<file path="src/rtl/approx_error_monitor.sv">
// approx_error_monitor: accumulates error metrics over a stream of
// (golden, approximate) primary-output word pairs. The metrics are error
// count, Hamming distance, absolute numeric error and worst-case error.
// Results are held in DONE until the next run is started.
module approx_error_monitor #(
  parameter int PO_W  = 2,
  parameter int CNT_W = 16
) (
  input  logic                  clk,
  input  logic                  rst,
  input  logic                  start,
  input  logic [CNT_W-1:0]      num_vec,
  input  logic                  in_valid,
  output logic                  in_ready,
  input  logic [PO_W-1:0]       gold,
  input  logic [PO_W-1:0]       approx,
  output logic                  busy,
  output logic                  done,
  output logic [CNT_W-1:0]      vec_count,
  output logic [CNT_W-1:0]      err_count,
  output logic [CNT_W-1:0]      bit_err_sum,
  output logic [CNT_W+PO_W-1:0] abs_err_sum,
  output logic [PO_W-1:0]       max_abs_err
);

  localparam int SUM_W = CNT_W + PO_W;

  typedef enum logic [1:0] {
    IDLE = 2'd0,
    RUN  = 2'd1,
    DONE = 2'd2
  } state_t;

  // |a - b| on unsigned operands, formed at PO_W+1 bits so the borrow is visible.
  function automatic logic [PO_W-1:0] abs_diff(input logic [PO_W-1:0] a,
                                               input logic [PO_W-1:0] b);
    logic [PO_W:0] d;
    d = {1'b0, a} - {1'b0, b};
    if (d[PO_W]) begin
      d = {(PO_W+1){1'b0}} - d;
    end else begin
      d = d;
    end
    return d[PO_W-1:0];
  endfunction

  // Number of set bits in an output-word difference.
  function automatic logic [CNT_W-1:0] popcount(input logic [PO_W-1:0] x);
    logic [CNT_W-1:0] c;
    c = {CNT_W{1'b0}};
    for (int i = 0; i < PO_W; i++) begin
      c = c + CNT_W'(x[i]);
    end
    return c;
  endfunction

  // Counter-width add that sticks at all-ones instead of wrapping.
  function automatic logic [CNT_W-1:0] sat_add_cnt(input logic [CNT_W-1:0] a,
                                                   input logic [CNT_W-1:0] b);
    logic [CNT_W:0] s;
    s = {1'b0, a} + {1'b0, b};
    if (s[CNT_W]) begin
      return {CNT_W{1'b1}};
    end else begin
      return s[CNT_W-1:0];
    end
  endfunction

  // Sum-width add that sticks at all-ones instead of wrapping.
  function automatic logic [SUM_W-1:0] sat_add_sum(input logic [SUM_W-1:0] a,
                                                   input logic [SUM_W-1:0] b);
    logic [SUM_W:0] s;
    s = {1'b0, a} + {1'b0, b};
    if (s[SUM_W]) begin
      return {SUM_W{1'b1}};
    end else begin
      return s[SUM_W-1:0];
    end
  endfunction

  state_t            state_r, state_s;
  logic [CNT_W-1:0]  num_vec_r, num_vec_s;
  logic [CNT_W-1:0]  vec_r, vec_s;
  logic [CNT_W-1:0]  err_r, err_s;
  logic [CNT_W-1:0]  bit_r, bit_s;
  logic [SUM_W-1:0]  abs_r, abs_s;
  logic [PO_W-1:0]   max_r, max_s;
  logic [PO_W-1:0]   diff_s;
  logic              mismatch_s;

  assign diff_s     = abs_diff(gold, approx);
  assign mismatch_s = (gold != approx);

  // Next-state and metric update: start handling in IDLE/DONE, accepts in RUN.
  always_comb begin
    state_s   = state_r;
    num_vec_s = num_vec_r;
    vec_s     = vec_r;
    err_s     = err_r;
    bit_s     = bit_r;
    abs_s     = abs_r;
    max_s     = max_r;
    case (state_r)
      IDLE, DONE: begin
        if (start) begin
          vec_s = {CNT_W{1'b0}};
          err_s = {CNT_W{1'b0}};
          bit_s = {CNT_W{1'b0}};
          abs_s = {SUM_W{1'b0}};
          max_s = {PO_W{1'b0}};
          if (num_vec != {CNT_W{1'b0}}) begin
            num_vec_s = num_vec;
            state_s   = RUN;
          end else begin
            state_s   = DONE;
          end
        end else begin
          state_s = state_r;
        end
      end
      RUN: begin
        if (in_valid) begin
          vec_s = sat_add_cnt(vec_r, {{(CNT_W-1){1'b0}}, 1'b1});
          err_s = sat_add_cnt(err_r, {{(CNT_W-1){1'b0}}, mismatch_s});
          bit_s = sat_add_cnt(bit_r, popcount(gold ^ approx));
          abs_s = sat_add_sum(abs_r, {{CNT_W{1'b0}}, diff_s});
          if (diff_s > max_r) begin
            max_s = diff_s;
          end else begin
            max_s = max_r;
          end
          if (vec_s == num_vec_r) begin
            state_s = DONE;
          end else begin
            state_s = RUN;
          end
        end else begin
          state_s = RUN;
        end
      end
      default: begin
        state_s = IDLE;
      end
    endcase
  end

  // State and metric registers; reset discards any partial run.
  always_ff @(posedge clk) begin
    if (rst) begin
      state_r   <= IDLE;
      num_vec_r <= {CNT_W{1'b0}};
      vec_r     <= {CNT_W{1'b0}};
      err_r     <= {CNT_W{1'b0}};
      bit_r     <= {CNT_W{1'b0}};
      abs_r     <= {SUM_W{1'b0}};
      max_r     <= {PO_W{1'b0}};
    end else begin
      state_r   <= state_s;
      num_vec_r <= num_vec_s;
      vec_r     <= vec_s;
      err_r     <= err_s;
      bit_r     <= bit_s;
      abs_r     <= abs_s;
      max_r     <= max_s;
    end
  end

  assign in_ready    = (state_r == RUN);
  assign busy        = (state_r == RUN);
  assign done        = (state_r == DONE);
  assign vec_count   = vec_r;
  assign err_count   = err_r;
  assign bit_err_sum = bit_r;
  assign abs_err_sum = abs_r;
  assign max_abs_err = max_r;

endmodule

</file>
<file path="config.mk">
export PLATFORM = sky130hd
export DESIGN_NAME = approx_error_monitor
export DESIGN_NICKNAME = d
export VERILOG_FILES = /design/src/rtl/approx_error_monitor.sv
export SDC_FILE = /design/constraint.sdc
export NUM_CORES = 1
export LEC_CHECK = 0
export ABC_AREA = 1
export BUFFER_PORTS_ARGS = -buffer_cell sky130_fd_sc_hd__buf_2
export CAP_MARGIN = 30
export CORE_MARGIN = 1
export CORE_UTILIZATION = 56
export CTS_CLUSTER_DIAMETER = 30
export DETAILED_ROUTE_END_ITERATION = 10
export HOLD_SLACK_MARGIN = 0.05
export PLACE_DENSITY = 0.81
export SLEW_MARGIN = 20
export SYNTH_ARGS = -nofsm -noshare
export SYNTH_HDL_FRONTEND = slang
export SYNTH_SLANG_ARGS = --single-unit
</file>
<file path="constraint.sdc">
create_clock -name clk -period 5.2 [get_ports clk]
set_clock_uncertainty 0.2 [all_clocks]
set_input_delay 1.56 -clock clk [delete_from_list [all_inputs] [get_ports clk]]
set_output_delay 1.56 -clock clk [all_outputs]
set_load 0.01 [all_outputs]
</file>
==> reports/summary.log <==
INFO  global_routing number_of_global_route_vias_before_repair=4936
INFO  route          dr.first_iter.drc_count=331
INFO  critical_path  cp.arrival=4.52ns
INFO  flow_run       cap_violations=0
INFO  synth          synth-seq-cells=86
INFO  timing         timing.final.max_slew_violations=0
INFO  critical_path  reg2reg_from=bit_err_sum[0]
INFO  clock_network  cts-root-to-sink-buffers=2
INFO  clock_network  postCtsHoldBufs=0
INFO  global_routing grtUsageTotal=27.6%
INFO  timing         timing.hold.ws=0.269ns
INFO  place          dpl.cell_count=975
INFO  min_path       hold_class=reg -> reg
INFO  pwr            power_per_cell_area=215nW/µm²
INFO  critical_path  worstSetupStartpoint=gold[0]
INFO  cells_and_area post_layout_net_count=915
INFO  critical_path  critical_path_fanouts_max=12
INFO  outcome        violated_checks=DRC
INFO  synth          syn-cell-area=5160µm²
INFO  critical_path  criticalPathCategory=in -> reg
INFO  route          routed_wire_length=13000µm
INFO  synth          mappedNetlistNets=836
INFO  cells_and_area antenna-diode-count=0
INFO  synth          synth_top_area_cell=dfxtp_1
INFO  critical_path  end_kind=flop
INFO  synth          synth.avg_cell_area=6.46µm²
INFO  floorplan      design.portCount=95
INFO  timing         worst_slew_pin_slew=0.884ns
INFO  pwr            p_leak=0.00264µW
INFO  floorplan      fp.dieW=98.0µm
INFO  critical_path  startpoint_type=input port
INFO  synth          synth_ff_type=dfxtp_1
INFO  synth          post-synth-top-area-fraction=33.4%
INFO  synth          postSynth.asyncResetShare=0%
INFO  min_path       worst_hold_launch=num_vec_r[10]
INFO  clock_network  clock_sink_count=86
INFO  global_routing congestion_overflow_gr=0
INFO  route          via_count=5399
INFO  route          ant_nets=0
INFO  synth          synth.top_cells.by_area=dfxtp_1 33%, nand2_1 17%, a21oi_1 8.7%, o21ai_0 6.3%, inv_1 6.3%
INFO  global_routing global_route_wire_length_before_repair=21900µm
INFO  floorplan      fp.dieH=98.0µm
INFO  pwr            ir_drop=153µV
INFO  synth          synthesized_netlist_cell_count=799
INFO  synth          yosys_warnings=0
INFO  synth          yosys.cell_types.count=42
INFO  timing         setup_tns=0ns
INFO  clock_network  htree_levels=3
INFO  synth          synth_edf_count=0
INFO  floorplan      row_count=34
INFO  outcome        status=complete, but fails checks
INFO  floorplan      start_util=58.6%
INFO  clock_network  clk_latency=0.37ns
INFO  floorplan      area_of_the_placeable_core=8810µm²
INFO  clock_network  cts_inserted_buffers=9
INFO  pwr            total_power=1250µW
INFO  route          drt-vias-per-instance=5.45
INFO  clock_network  cts_post_setup_buffers_inserted=0
INFO  timing         period_share=85.0%
INFO  timing         finalSetupViolCount=0
INFO  synth          synth-seq-area-share=33.4%
INFO  timing         finalWorstPathRequiredPeriod=4.42ns
INFO  timing         timing.fmax=226MHz
INFO  clock_network  path_clk_slew=0.08ns
INFO  cells_and_area drive_above_1_share=15.9%
INFO  place          portBuffers=94
INFO  cells_and_area finish.utilization=66.0%
INFO  timing         grt_setup_unrepaired=false
INFO  clock_network  tritoncts_clock_tree=done
INFO  place          globalplace.congestion=0.917
INFO  route          post-route-drc-count=5
INFO  global_routing grt_antenna_before_repair=0
INFO  clock_network  post_cts_resize_count=0
INFO  cells_and_area area_growth=12.7%
INFO  clock_network  root_buffer=clkbuf_8
INFO  route          drt_pre_antenna_iters=8
INFO  place          dp_hpwl=9210µm
INFO  floorplan      die-area=9600µm²
INFO  timing         finalHoldViolations=0
INFO  critical_path  worst-endpoint-required=5.30ns
INFO  cells_and_area finish.cell_count_without_fillers=990
INFO  global_routing grt_start_max_net_pins=68
INFO  route          routedWlPerCell=13.1µm
INFO  timing         slew_margin_rel=41.0%
==> synthesized netlist by cell type, drive strengths merged, types with 2 or more instances <==
cell and number:
nand4 17, buf 11, nand2 242, ha 10, clkbuf 18, inv 90
nor4 5, xor2 17, o31ai 2, a21oi 91, o21ai 67, o21bai 3
fa 3, nand3 43, nor2 62, dfxtp 86, xnor2 6, o211ai 3
nor3 14
==> final timing paths <==
kind	slack [ns]	to	cells past startpoint
min reg2reg	0.27	num_vec_r[10]	2
max reg2reg	2.47	bit_err_sum[9]	14
min	0.27	num_vec_r[10]	2
max	0.78	abs_err_sum[16]	16
==> state kept, by name (all words and copies together) (netlist names) <==
| signal | flops |
|---|---|
| vec_count | 16 |
| num_vec_r | 16 |
| err_count | 16 |
| abs_err_sum | 18 |
| state_r | 2 |
| max_abs_err | 2 |
| bit_err_sum | 16 |
==> power by group <==
group / switching (µW) / internal, µW / leakage [µW]
Combinational: 102 / 48.6 / 0.00187
Sequential: 10.2 / 673 / 0.000697
Clock: 244 / 170 / 0.0000752
Total: 356 / 892 / 0.00264
==> layout by cell type (no fill, tap or decap), drive strengths merged, types with 11 or more instances in the layout <==
cell,n
nand2,242
buf,97
a21oi,91
inv,90
dfxtp,86
o21ai,67
nor2,62
nand3,43
xor2,17
nand4,17
nor3,14
clkbuf,11
==> per-stage QoR <==
step / cell area (µm²) / worst slack [ns]
final: 5820 / 0.778
after global routing: 5820 / 0.457
after CTS: 5820 / 0.770
after detailed placement: 5660 / 0.405
after global placement: 5660 / 0.480
after floorplan: 5160 / 0.981
==> area by class of cell <==
cell class | instances | area (µm²)
repair buffers | 97 | 493
inverters | 91 | 343
multi-input cells | 593 | 2970
clock inverters | 4 | 25.0
flip-flops and latches | 86 | 1720
fillers | 791 | 2990
clock buffers | 11 | 131
well taps | 108 | 135
==> worst max-delay path, stage by stage <==
cell and delay (ns):
buf_2 0.07, inv_1 0.03, ha_1 0.22, fa_1 0.52, xor2_1 0.34, fa_1 0.30, nand3_2 0.12, nor3_2 0.17
nand4_2 0.16, nor2_2 0.16, nand3_2 0.10, nor2_2 0.35, inv_1 0.10, nand2_1 0.08, o21ai_0 0.07, a21oi_1 0.15
==> kinds of logic (layout without fill, tap and decap cells) <==
logic type	Yosys count	in the layout	synth area share, %
adder cells (fa/ha/maj)	13	13	3.59
AO/OA/AOI/OAI	170	170	17.2
buffers and inverters	120	203	9.26
flip-flops	86	86	33.4
XOR/XNOR	23	23	3.90
AND/OR/NAND/NOR	387	387	32.7
==> routing by layer <==
metal | track usage, % | vias to the layer above | wire, µm
li1 | - | 2749 | -
met1 | 35.4 | 2477 | 5770
met2 | 47.7 | 155 | 6230
met3 | 3.94 | 18 | 816
met4 | 9.09 | 0 | 199
met5 | 0 | - | 0
No activity file was read; power rests on OpenSTA's default activity.
